===== src/rtl/divider_32_pkg.sv =====
// Shared CPU package for the multi-cycle signed divider.
// Holds the FSM state encodings, the default width and the divide-by-zero quotient.
package divider_32_pkg;

    localparam int DIV_WIDTH = 32;

    localparam logic [1:0] ST_IDLE = 2'd0;
    localparam logic [1:0] ST_ITER = 2'd1;
    localparam logic [1:0] ST_CORR = 2'd2;

    localparam logic [DIV_WIDTH-1:0] DIV0_QUOT = 32'hFFFF_FFFF;

endpackage


===== src/rtl/divider_32_add_sub.sv =====
// Combinational W-bit add/subtract: y = a + (b ^ {subtract}) + subtract.
// Ports: a, b operands; subtract selects a-b; y result (wraps modulo 2^W).
module div_add_sub #(
    parameter int W = 33
) (
    input  logic [W-1:0] a,
    input  logic [W-1:0] b,
    input  logic         subtract,
    output logic [W-1:0] y
);

    assign y = a + (b ^ {W{subtract}}) + {{(W-1){1'b0}}, subtract};

endmodule


===== src/rtl/divider_32.sv =====
// Multi-cycle signed non-restoring divider, one add/subtract step per clock.
// Ports: clock, clear (async high); start/dividend/divisor in; busy, done, quotient, remainder, div_by_zero out.
module divider_32
    import divider_32_pkg::*;
#(
    parameter int WIDTH = DIV_WIDTH
) (
    input  logic             clock,
    input  logic             clear,
    input  logic             start,
    input  logic [WIDTH-1:0] dividend,
    input  logic [WIDTH-1:0] divisor,
    output logic             busy,
    output logic             done,
    output logic [WIDTH-1:0] quotient,
    output logic [WIDTH-1:0] remainder,
    output logic             div_by_zero
);

    localparam int CW = $clog2(WIDTH);
    localparam logic [CW-1:0] LAST = CW'(WIDTH - 1);

    logic [1:0]       state_q, state_d;
    logic [WIDTH:0]   p_q, p_d;
    logic [WIDTH-1:0] q_q, q_d;
    logic [CW-1:0]    cnt_q, cnt_d;
    logic [WIDTH-1:0] dvd_mag_q, dvd_mag_d;
    logic [WIDTH-1:0] dvs_mag_q, dvs_mag_d;
    logic             dvd_neg_q, dvd_neg_d;
    logic             dvs_neg_q, dvs_neg_d;
    logic             zero_q, zero_d;

    logic [WIDTH-1:0] quo_q, quo_d;
    logic [WIDTH-1:0] rem_q, rem_d;
    logic             dz_q, dz_d;
    logic             done_q, done_d;

    logic [WIDTH:0]   p_shift;
    logic [WIDTH:0]   add_a;
    logic [WIDTH:0]   add_b;
    logic             add_sub;
    logic [WIDTH:0]   add_y;
    logic [WIDTH:0]   p_fix;
    logic [WIDTH-1:0] r_mag;

    // Shared adder: shifted remainder during ITERATE, raw remainder for the
    // final fix-up in CORRECT (always an add there).
    assign p_shift = {p_q[WIDTH-1:0], q_q[WIDTH-1]};
    assign add_a   = (state_q == ST_CORR) ? p_q : p_shift;
    assign add_b   = {1'b0, dvs_mag_q};
    assign add_sub = (state_q == ST_ITER) && !p_q[WIDTH];

    div_add_sub #(
        .W (WIDTH + 1)
    ) u_add_sub (
        .a        (add_a),
        .b        (add_b),
        .subtract (add_sub),
        .y        (add_y)
    );

    assign p_fix = p_q[WIDTH] ? add_y : p_q;
    assign r_mag = p_fix[WIDTH-1:0];

    always_comb begin
        state_d   = state_q;
        p_d       = p_q;
        q_d       = q_q;
        cnt_d     = cnt_q;
        dvd_mag_d = dvd_mag_q;
        dvs_mag_d = dvs_mag_q;
        dvd_neg_d = dvd_neg_q;
        dvs_neg_d = dvs_neg_q;
        zero_d    = zero_q;
        quo_d     = quo_q;
        rem_d     = rem_q;
        dz_d      = dz_q;
        done_d    = 1'b0;

        unique case (state_q)
            ST_IDLE: begin
                if (start) begin
                    // |-2^(W-1)| wraps to itself, which is the correct unsigned magnitude.
                    dvd_neg_d = dividend[WIDTH-1];
                    dvs_neg_d = divisor[WIDTH-1];
                    dvd_mag_d = dividend[WIDTH-1] ? -dividend : dividend;
                    dvs_mag_d = divisor[WIDTH-1] ? -divisor : divisor;
                    zero_d    = (divisor == '0);
                    p_d       = '0;
                    q_d       = dividend[WIDTH-1] ? -dividend : dividend;
                    cnt_d     = '0;
                    state_d   = ST_ITER;
                end
            end
            ST_ITER: begin
                p_d   = add_y;
                q_d   = {q_q[WIDTH-2:0], ~add_y[WIDTH]};
                cnt_d = cnt_q + 1'b1;
                if (cnt_q == LAST) begin
                    state_d = ST_CORR;
                end
            end
            ST_CORR: begin
                p_d    = p_fix;
                done_d = 1'b1;
                if (zero_q) begin
                    quo_d = DIV0_QUOT;
                    rem_d = dvd_neg_q ? -dvd_mag_q : dvd_mag_q;
                    dz_d  = 1'b1;
                end else begin
                    quo_d = (dvd_neg_q ^ dvs_neg_q) ? -q_q : q_q;
                    rem_d = dvd_neg_q ? -r_mag : r_mag;
                    dz_d  = 1'b0;
                end
                state_d = ST_IDLE;
            end
            default: begin
                state_d = ST_IDLE;
            end
        endcase
    end

    always_ff @(posedge clock or posedge clear) begin
        if (clear) begin
            state_q   <= ST_IDLE;
            p_q       <= '0;
            q_q       <= '0;
            cnt_q     <= '0;
            dvd_mag_q <= '0;
            dvs_mag_q <= '0;
            dvd_neg_q <= 1'b0;
            dvs_neg_q <= 1'b0;
            zero_q    <= 1'b0;
            quo_q     <= '0;
            rem_q     <= '0;
            dz_q      <= 1'b0;
            done_q    <= 1'b0;
        end else begin
            state_q   <= state_d;
            p_q       <= p_d;
            q_q       <= q_d;
            cnt_q     <= cnt_d;
            dvd_mag_q <= dvd_mag_d;
            dvs_mag_q <= dvs_mag_d;
            dvd_neg_q <= dvd_neg_d;
            dvs_neg_q <= dvs_neg_d;
            zero_q    <= zero_d;
            quo_q     <= quo_d;
            rem_q     <= rem_d;
            dz_q      <= dz_d;
            done_q    <= done_d;
        end
    end

    assign busy        = (state_q != ST_IDLE);
    assign done        = done_q;
    assign quotient    = quo_q;
    assign remainder   = rem_q;
    assign div_by_zero = dz_q;

endmodule

===== config.mk =====
export PLATFORM = sky130hd
export DESIGN_NAME = divider_32
export DESIGN_NICKNAME = d
export VERILOG_FILES = /design/src/rtl/divider_32_pkg.sv /design/src/rtl/divider_32_add_sub.sv /design/src/rtl/divider_32.sv
export SDC_FILE = /design/constraint.sdc
export NUM_CORES = 1
export LEC_CHECK = 0
export BUFFER_PORTS_ARGS = -buffer_cell sky130_fd_sc_hd__buf_2
export CORE_MARGIN = 10
export CORE_UTILIZATION = 43
export CTS_BUF_LIST = sky130_fd_sc_hd__clkbuf_4 sky130_fd_sc_hd__clkbuf_8 sky130_fd_sc_hd__clkbuf_16
export CTS_CLUSTER_DIAMETER = 40
export DETAILED_ROUTE_END_ITERATION = 10
export GPL_ROUTABILITY_DRIVEN = 1
export SLEW_MARGIN = 25
export SYNTH_ARGS = -nofsm -noshare
export SYNTH_HDL_FRONTEND = slang
export SYNTH_SLANG_ARGS = --single-unit

===== constraint.sdc =====
create_clock -name clock -period 16 [get_ports clock]
set_input_delay 0.8 -clock clock [delete_from_list [all_inputs] [get_ports clock]]
set_output_delay 0.8 -clock clock [all_outputs]
set_load 0.005 [all_outputs]

==> results_tabular.tex, run 1 <==
\begin{tabular}{lr}
\hline
Metric & Value \\
\hline
\multicolumn{2}{l}{\textbf{Die}} \\
Vertical extent of the die & $\sim$210 µm \\
Initial cell density of the core & 43.9\% \\
Io pins & 134 \\
Die ar. & approximately 43000 µm² \\
DIE WIDTH & roughly 210 µm \\
Area inside the core boundary & roughly 35000 µm² \\
Number of cell rows & approximately 70 \\
\multicolumn{2}{l}{\textbf{Timing}} \\
Layout Skew & approximately 0.016 ns \\
Setup repair after global routing missed its margin & no \\
Slew at the pin closest to its max-slew limit & 1.05 ns \\
Final Critical Period & about 6.2 ns \\
Max Clk Rate & roughly 160 MHz \\
Worst slew margin & a little under a third \\
Setup TNS & 0 ns \\
Final cycle utilization of the critical path & roughly 39\% \\
Endpoints failing setup & 0 \\
Final Max Tran Viols & 0 \\
Final Hold Violating Endpoints & 0 \\
\multicolumn{2}{l}{\textbf{Global routing}} \\
Total global routing track utilization & roughly 22\% \\
Total gr overflow & 0 \\
Largest net degree at the start of global routing & 127 \\
Number of antenna violations at the first check in global routing & 2 \\
Global-route met2 utilization & between 30\% and 40\% \\
Vias in the first global route & 13748 \\
Busiest layer in global routing & met2 \\
Wire length of the first global-routing pass & slightly below 80000 µm \\
Fraction of met1 tracks used by global routing & a little under a third \\
GR Util met3 & 3.58\% \\
\multicolumn{2}{l}{\textbf{Routing}} \\
Number of DRC markers after the initial detailed-route iteration & $\sim$1100 \\
Antenna-violating nets left & 0 \\
Detailed-route via count & 14202 \\
Vias per std cell & about 5.9 \\
Count of TritonRoute iterations in the first routing pass & 5 \\
Post-DR wirelength/cell & approximately 21 µm \\
Total Routed Length & between 50000 and 60000 µm \\
DR DRC count & 0 \\
\multicolumn{2}{l}{\textbf{Power}} \\
VDD IR-drop max & roughly 0.00021 V \\
Pleak & 7.59 nW \\
Power density relative to cell area & approximately 260 nW/µm² \\
\multicolumn{2}{l}{\textbf{Synthesis}} \\
Gate count of the mapped netlist & around 1800 \\
Post-synthesis cell type count & 85 \\
Synth Area in Compound Gates & between 20\% and 30\% \\
Count of flip-flops with a built-in enable after synthesis & 0 \\
Multiplexer share of the synthesized area & 4.29\% \\
Parity-gate share of the synthesized area counting xor and xnor cells & under 10\% \\
Proportion of synthesized flip-flops having asynchronous set or reset & 100\% \\
Cell taking the most area after synthesis & dfrtp\_1 \\
Biggest area contributors in the synthesized netlist & dfrtp\_1, nand2\_1, xor2\_1, o21ai\_0, xnor2\_1 \\
Adder-cell area share of the yosys netlist & approximately 3.6\% \\
Dominant synthesized flop cell & dfrtp\_1 \\
Count of warnings emitted by yosys & 0 \\
Number of synthesized register bits & 205 \\
Portion of synthesized cell area occupied by the leading cell type & approximately a third \\
Sequential fraction of the synthesis area & around 34\% \\
Post-Synthesis Mean Instance Area & 8.26 µm² \\
Largest family of logic cells by synthesized area & compound AO/OA/AOI/OAI gates \\
Simple-gate share of the synthesized area & roughly 18\% \\
Total nets after synthesis & approximately 2000 \\
Post-Synthesis Cell Area & 15300 µm² \\
\multicolumn{2}{l}{\textbf{Setup path}} \\
Largest driver fanout on the critical path & 68 \\
Data required time of the worst path & approximately 16 ns \\
Arrival time of the worst setup path & 6.61 ns \\
Crit end category & register \\
Sort of element at the start of the critical path & register \\
Worst Setup Path Type & reg2reg \\
\multicolumn{2}{l}{\textbf{Clock network}} \\
Clock input transition at the sequential cells of the worst setup and hold paths & around 0.06 ns \\
Clock tree root driver cell & clkbuf\_16 \\
Clock tree from TritonCTS & done \\
Post-CTS setup buffers & 0 \\
Post-CTS Hold Fix Bufs & 0 \\
Gates resized, CTS repair & 0 \\
H-tree levels & 2 \\
Clock Sink Count & 205 \\
Worst-case clock buffer depth & 3 \\
TritonCTS Buffers & 39 \\
Clock network latency to the later pin of the worst-skew pair & between 0.5 and 0.6 ns \\
\multicolumn{2}{l}{\textbf{Placement}} \\
Routability Congestion & 0.926 \\
Inst Count DP & $\sim$2300 \\
Placement-stage cell area & around 16000 µm² \\
Port Buffers & between 100 and 150 \\
Detail Placement HPWL & $\sim$37000 µm \\
\multicolumn{2}{l}{\textbf{Run}} \\
Max-cap viol count & 0 \\
\multicolumn{2}{l}{\textbf{Layout}} \\
Fraction of final layout cells sized beyond drive strength 1 & between 10\% and 20\% \\
Final antenna diode count & 0 \\
Area growth, synth to finish & 15.9\% \\
Non-Filler Instances & 2400 \\
Number of nets in the final layout & about 2000 \\
Fin area & around 18000 µm² \\
\multicolumn{2}{l}{\textbf{Worst hold path}} \\
Min-Delay Path Class & in2async \\
\multicolumn{2}{l}{\textbf{Outcome}} \\
Run status & finished clean \\
\hline
\end{tabular}
metrics by stage:
step / setup slack [ns] / total power [W] / utilization [%] / hold slack [ns]
2_1_floorplan: 9.60 / 0.00290 / - / 0.464
3_3_place_gp: 9.99 / 0.00368 / 46.5 / 0.476
3_5_place_dp: 9.83 / 0.00369 / 46.5 / 0.474
4_1_cts: 9.81 / 0.00465 / 50.8 / 0.357
5_1_grt: 9.62 / 0.00501 / 50.9 / 0.389
6_report: 9.82 / 0.00467 / 50.9 / 0.345
cells in the final DEF, fill, tap and decap left out, drive strengths merged, types with 7 or more instances in the layout:
master | Yosys | final
mux2 | 40 | 40
dfrtp | 205 | 205
o211ai | 7 | 7
nand3 | 27 | 27
nand4 | 19 | 19
a31oi | 26 | 26
or4 | 11 | 11
or2 | 9 | 9
ha | 42 | 42
nand2b | 21 | 21
o22ai | 11 | 11
nor2 | 142 | 142
a32o | 10 | 10
or3 | 25 | 25
o31a | 8 | 8
inv | 45 | 52
a22oi | 16 | 16
a21o | 38 | 38
buf | 27 | 152
nor3 | 38 | 38
nor2b | 8 | 8
nand2 | 233 | 233
mux2i | 16 | 16
and2 | 10 | 10
o221ai | 11 | 11
clkinv | 2 | 11
xor2 | 99 | 99
o21bai | 8 | 8
o21ai | 183 | 183
o31ai | 33 | 33
bufinv | 0 | 9
clkbuf | 101 | 42
xnor2 | 73 | 73
a21oi | 124 | 124
o41ai | 22 | 22
nor4 | 21 | 21
a2bb2oi | 10 | 10
a211oi | 35 | 35
power breakdown:
group | internal [W] | leakage, nW | total (W) | switching (W)
Combinational | 0.00101 | 4.37 | 0.00274 | 0.00173
Clock | 0.000613 | 0.708 | 0.000928 | 0.000315
Sequential | 0.000749 | 2.52 | 0.000997 | 0.000248
Total | 0.00237 | 7.59 | 0.00467 | 0.00230
routing by layer:
layer  part of all wire, %  vias up
li1                      -     6879
met1                    48     6845
met2                    45      414
met3                   5.5       64
met4                   2.1        0
met5                     0        -
synth_stat cells (all sizes together) (9+ instances only):
cell / instances
nor2: 142
nor4: 21
and2: 10
o41ai: 22
xnor2: 73
mux2i: 16
a31oi: 26
nand2b: 21
nand2: 233
ha: 42
dfrtp: 205
nand3: 27
or4: 11
a2bb2oi: 10
a21o: 38
xor2: 99
mux2: 40
buf: 27
o22ai: 11
a32o: 10
o21ai: 183
or2: 9
a211oi: 35
or3: 25
o221ai: 11
clkbuf: 101
nor3: 38
inv: 45
a21oi: 124
nand4: 19
a22oi: 16
o31ai: 33
worst max-delay path, cell delays in order, from the launching register on:
cell and delay, ns:
dfrtp_1 0.41, inv_1 0.13, ha_4 0.68, buf_4 0.78, mux2_2 0.45, ha_1 0.49, nand4_1 0.30, nor4_1 0.67
nand2_1 0.11, a21oi_1 0.29, o31ai_1 0.15, a31oi_2 0.33, o2111ai_1 0.28, o31a_1 0.38, o211a_1 0.20, or3_1 0.36
path summary, 6_finish.rpt:
kind	to	from	cells after the start	slack [ns]
max in group asynchronous	dvd_mag_q[24]$_DFFE_PP0P_	clear	4	13.68
worst max-delay path	remainder[31]$_DFFE_PP0P_	state_q[0]$_DFFE_PP0P_	15	9.82
worst min register to register	remainder[23]$_DFFE_PP0P_	remainder[23]$_DFFE_PP0P_	2	0.49
worst max register to register	remainder[31]$_DFFE_PP0P_	state_q[0]$_DFFE_PP0P_	15	9.82
worst min-delay path	dvs_mag_q[6]$_DFFE_PP0P_	clear	2	0.34
min in group clock	remainder[23]$_DFFE_PP0P_	remainder[23]$_DFFE_PP0P_	2	0.49
cell type report:
class                   instances  area [µm²]
fillers                      3335       17100
multi-input cells            1469        9520
flip-flops and latches        205        5130
clock buffers                  42        1010
repair buffers                152         821
well taps                     455         569
clock inverters                30         463
inverters                      47         184
cells by family (layout without fill, tap and decap cells):
kind of cell             after synthesis  after routing
adder cells (fa/ha/maj)               43             43
multiplexers                          58             58
buffers and inverters                175            271
AND/OR/NAND/NOR                      592            592
XOR/XNOR                             172            172
flip-flops                           205            205
AO/OA/AOI/OAI                        604            604
registers in the layout, summed over array words and instances, names as in the netlist:
name and flops:
state_q 2, remainder 32, q_q 32, zero_q 1, div_by_zero 1, dvd_neg_q 1
p_q 33, dvs_neg_q 1, dvd_mag_q 32, quotient 32, cnt_q 5, done 1
dvs_mag_q 32
Power figures use the tool's default switching activity.
==> run 2, diff against run 1 <==
--- a/config.mk
+++ b/config.mk
@@ -5,6 +5,7 @@
 export SDC_FILE = /design/constraint.sdc
 export NUM_CORES = 1
 export LEC_CHECK = 0
+export ABC_AREA = 1
 export BUFFER_PORTS_ARGS = -buffer_cell sky130_fd_sc_hd__buf_2
 export CORE_MARGIN = 10
 export CORE_UTILIZATION = 43
==> constraint.sdc (replaced) <==
create_clock -name clock -period 5 [get_ports clock]
set_input_delay 0.25 -clock clock [delete_from_list [all_inputs] [get_ports clock]]
set_output_delay 0.25 -clock clock [all_outputs]
set_load 0.005 [all_outputs]
==> results_tabular.tex, run 2 <==
\begin{tabular}{lr}
\hline
Metric & Value \\
\hline
\multicolumn{2}{l}{\textbf{Routing}} \\
Antenna-violating nets left & 0 \\
Post-DR wirelength/cell & $\sim$19 µm \\
Vias per std cell & roughly 5.4 \\
Detailed-route via count & between 15000 and 20000 \\
DR DRC count & 0 \\
Length of routed met2 wiring & between 20000 and 30000 µm \\
Total Routed Length & $\sim$56000 µm \\
Met1 layer wirelength in the final routing & 25700 µm \\
Max layer used & met4 \\
Number of DRC markers after the initial detailed-route iteration & 1321 \\
Routed wl met3 & 3680 µm \\
Count of TritonRoute iterations in the first routing pass & 5 \\
\multicolumn{2}{l}{\textbf{Power}} \\
Pleak & roughly 9.3 nW \\
Power density relative to cell area & $\sim$780 nW/µm² \\
VDD IR-drop max & 0.000411 V \\
Total power & approximately 0.014 W \\
\multicolumn{2}{l}{\textbf{Synthesis}} \\
Total nets after synthesis & around 2500 \\
Dominant synthesized flop cell & dfrtp\_1 \\
Sequential fraction of the synthesis area & between 30\% and 40\% \\
Number of synthesized register bits & approximately 210 \\
Proportion of synthesized flip-flops having asynchronous set or reset & 100\% \\
Post-synthesis cell type count & 51 \\
Ranking of synthesized cells by instance count & nand2\_1, inv\_1, o21ai\_0, nor2\_1, nand3\_1 \\
Post-Synthesis Mean Instance Area & approximately 6.5 µm² \\
Count of flip-flops with a built-in enable after synthesis & 0 \\
Biggest area contributors in the synthesized netlist & dfrtp\_1, nand2\_1, o21ai\_0, inv\_1, nand3\_1 \\
Portion of synthesized cell area occupied by the leading cell type & 32.2\% \\
Most common cell in the synthesized netlist & nand2\_1 \\
Cell taking the most area after synthesis & dfrtp\_1 \\
Gate count of the mapped netlist & approximately 2400 \\
Post-Synthesis Cell Area & between 15000 and 20000 µm² \\
Count of warnings emitted by yosys & 0 \\
\multicolumn{2}{l}{\textbf{Setup path}} \\
Worst Setup Path Type & reg2reg \\
Worst R2R Path Depth & 23 \\
Worst Setup EP & remainder[27]\$\_DFFE\_PP0P\_ \\
Arrival time of the worst setup path & about 4.8 ns \\
Data required time of the worst path & roughly 5.5 ns \\
R2R setup slack & about 0.66 ns \\
Crit end category & register \\
Worst reg2reg startpoint & state\_q[0]\$\_DFFE\_PP0P\_ \\
Worst Setup SP & state\_q[0]\$\_DFFE\_PP0P\_ \\
Sort of element at the start of the critical path & register \\
Capturing point of the worst reg2reg path & remainder[27]\$\_DFFE\_PP0P\_ \\
Largest driver fanout on the critical path & 41 \\
\multicolumn{2}{l}{\textbf{Layout}} \\
Area growth, synth to finish & 17.1\% \\
Most common cell after layout, fill and taps aside & nand2\_1 \\
Fraction of final layout cells sized beyond drive strength 1 & about 12\% \\
Most frequent cells in the layout & nand2\_1, inv\_1, o21ai\_0, nor2\_1, nand3\_1 \\
Number of nets in the final layout & approximately 2600 \\
Max reg flops & 33 \\
Top reg by flops & p\_q \\
Core occupancy in the finished layout & 51.0\% \\
Non-Filler Instances & just over 3000 \\
\multicolumn{2}{l}{\textbf{Timing}} \\
Final cycle utilization of the critical path & 86.7\% \\
Max Clk Rate & roughly 230 MHz \\
Setup TNS & 0 ns \\
Worst slew margin & approximately 33\% \\
Final Hold Violating Endpoints & 0 \\
Final Critical Period & approximately 4.3 ns \\
Setup repair after global routing missed its margin & no \\
Slew at the pin closest to its max-slew limit & approximately 1.0 ns \\
Worst Slack Setup Final & roughly 0.66 ns \\
Final Max Tran Viols & 0 \\
Endpoints failing setup & 0 \\
Layout Skew & between 0.015 and 0.02 ns \\
\multicolumn{2}{l}{\textbf{Clock network}} \\
Clock Sink Count & $\sim$210 \\
Post-CTS setup buffers & 0 \\
Post-CTS Hold Fix Bufs & 7 \\
TritonCTS Buffers & 47 \\
H-tree levels & 2 \\
Clock input transition at the sequential cells of the worst setup and hold paths & 0.05 ns \\
Clock tree root driver cell & clkbuf\_16 \\
Worst-case clock buffer depth & 3 \\
Clock tree from TritonCTS & done \\
Gates resized, CTS repair & 0 \\
Clock network latency to the later pin of the worst-skew pair & roughly 0.57 ns \\
\multicolumn{2}{l}{\textbf{Placement}} \\
Setup slack at placement & slightly above 0.7 ns \\
Detail Placement HPWL & 42300 µm \\
Inst Count DP & around 3000 \\
Port Buffers & around 130 \\
Routability Congestion & $\sim$0.93 \\
\multicolumn{2}{l}{\textbf{Global routing}} \\
Largest net degree at the start of global routing & 155 \\
Wire length of the first global-routing pass & roughly 90000 µm \\
Total global routing track utilization & $\sim$25\% \\
Vias in the first global route & between 15000 and 20000 \\
Total gr overflow & 0 \\
Number of antenna violations at the first check in global routing & 0 \\
\multicolumn{2}{l}{\textbf{Die}} \\
Number of cell rows & 70 \\
Vertical extent of the die & around 210 µm \\
Area inside the core boundary & roughly 37000 µm² \\
DIE WIDTH & 212 µm \\
Io pins & 134 \\
Die ar. & 45100 µm² \\
Initial cell density of the core & between 40\% and 50\% \\
\multicolumn{2}{l}{\textbf{Outcome}} \\
Run status & finished clean \\
\multicolumn{2}{l}{\textbf{Run}} \\
Max-cap viol count & 0 \\
\multicolumn{2}{l}{\textbf{Worst hold path}} \\
Min-Delay Path Class & in2reg \\
\hline
\end{tabular}
## run 2: cell types whose count changed in the layout (fill, tap and decap cells not counted), moves of 22 or more
cell	delta
or3_1	-24
inv_1	+255
nor2_1	+104
a31oi_1	+22
nand3_1	+185
o31ai_1	-31
a21oi_1	+24
nand2_1	+355
mux2_2	-40
a21o_1	-36
xnor2_1	-40
a211oi_1	-34
xor2_1	-48
o21ai_0	+84
## run 2: routing by layer
metal  up-vias  GRT usage, %
met5         -             0
met4         0          8.99
met3       119          5.58
met2       563          38.7
met1      7710          33.3
li1       8196             -
## run 2: area by class of cell
cell class	instances	area, µm²
sequential	205	5130
clock buffer	57	1320
fill	3684	17900
multi-input combinational	1816	9230
clock inverter	29	304
antenna	1	2.50
timing repair buffer	160	898
inverter	309	1170
tap	468	586
## run 2: cell families (layout without fill, tap and decap cells)
| logic type | Yosys count | after routing | synth area share, % |
|---|---|---|---|
| buffers and inverters | 414 | 555 | 9.93 |
| AND/OR/NAND/NOR | 1168 | 1168 | 32.1 |
| XOR/XNOR | 84 | 84 | 4.62 |
| other | 0 | 1 | 0 |
| flip-flops | 205 | 205 | 32.2 |
| AO/OA/AOI/OAI | 521 | 521 | 17.7 |
| adder cells (fa/ha/maj) | 43 | 43 | 3.43 |
## run 2: worst min-delay path by stage
stage	startpoint	to	cells past startpoint
5_1_grt	divisor[6]	dvs_mag_q[6]$_DFFE_PP0P_	3
4_1_cts	dividend[27]	dvd_mag_q[27]$_DFFE_PP0P_	3
3_3_place_gp	quotient[21]$_DFFE_PP0P_	quotient[21]$_DFFE_PP0P_	2
3_5_place_dp	quotient[21]$_DFFE_PP0P_	quotient[21]$_DFFE_PP0P_	2
6_report	divisor[15]	dvs_mag_q[15]$_DFFE_PP0P_	3
2_1_floorplan	dividend[29]	dvd_mag_q[29]$_DFFE_PP0P_	2
## run 2: metrics by stage
stage	cell area, µm²	hold slack, ns
after global routing	18600	0.0288
final	18600	0.0312
after floorplan	15900	0.416
after global placement	16900	0.454
after CTS	18600	0.00162
after detailed placement	16900	0.461
## run 2: report_power, final
group | switching (W) | internal (W)
clock | 0.00108 | 0.00208
combinational | 0.00562 | 0.00263
sequential | 0.000634 | 0.00242
## run 2: worst max-delay path, cell delays in order (launching register included)
cell     delay (ns)
dfrtp_1        0.41
inv_1          0.13
ha_4           0.43
buf_4          0.28
o21ai_0        0.21
ha_1           0.45
nand2_1        0.11
nor2_1         0.28
nand3_1        0.19
nand3_1        0.25
nand2_1        0.11
nand2_1        0.07
nand2_1        0.05
nand2_1        0.09
nor2_1         0.06
nor2_2         0.20
nand2_1        0.07
nor2_1         0.19
nand3_2        0.15
nand2_4        0.12
nand2_1        0.06
nand2_1        0.06
nand3_1        0.10
a21oi_2        0.15
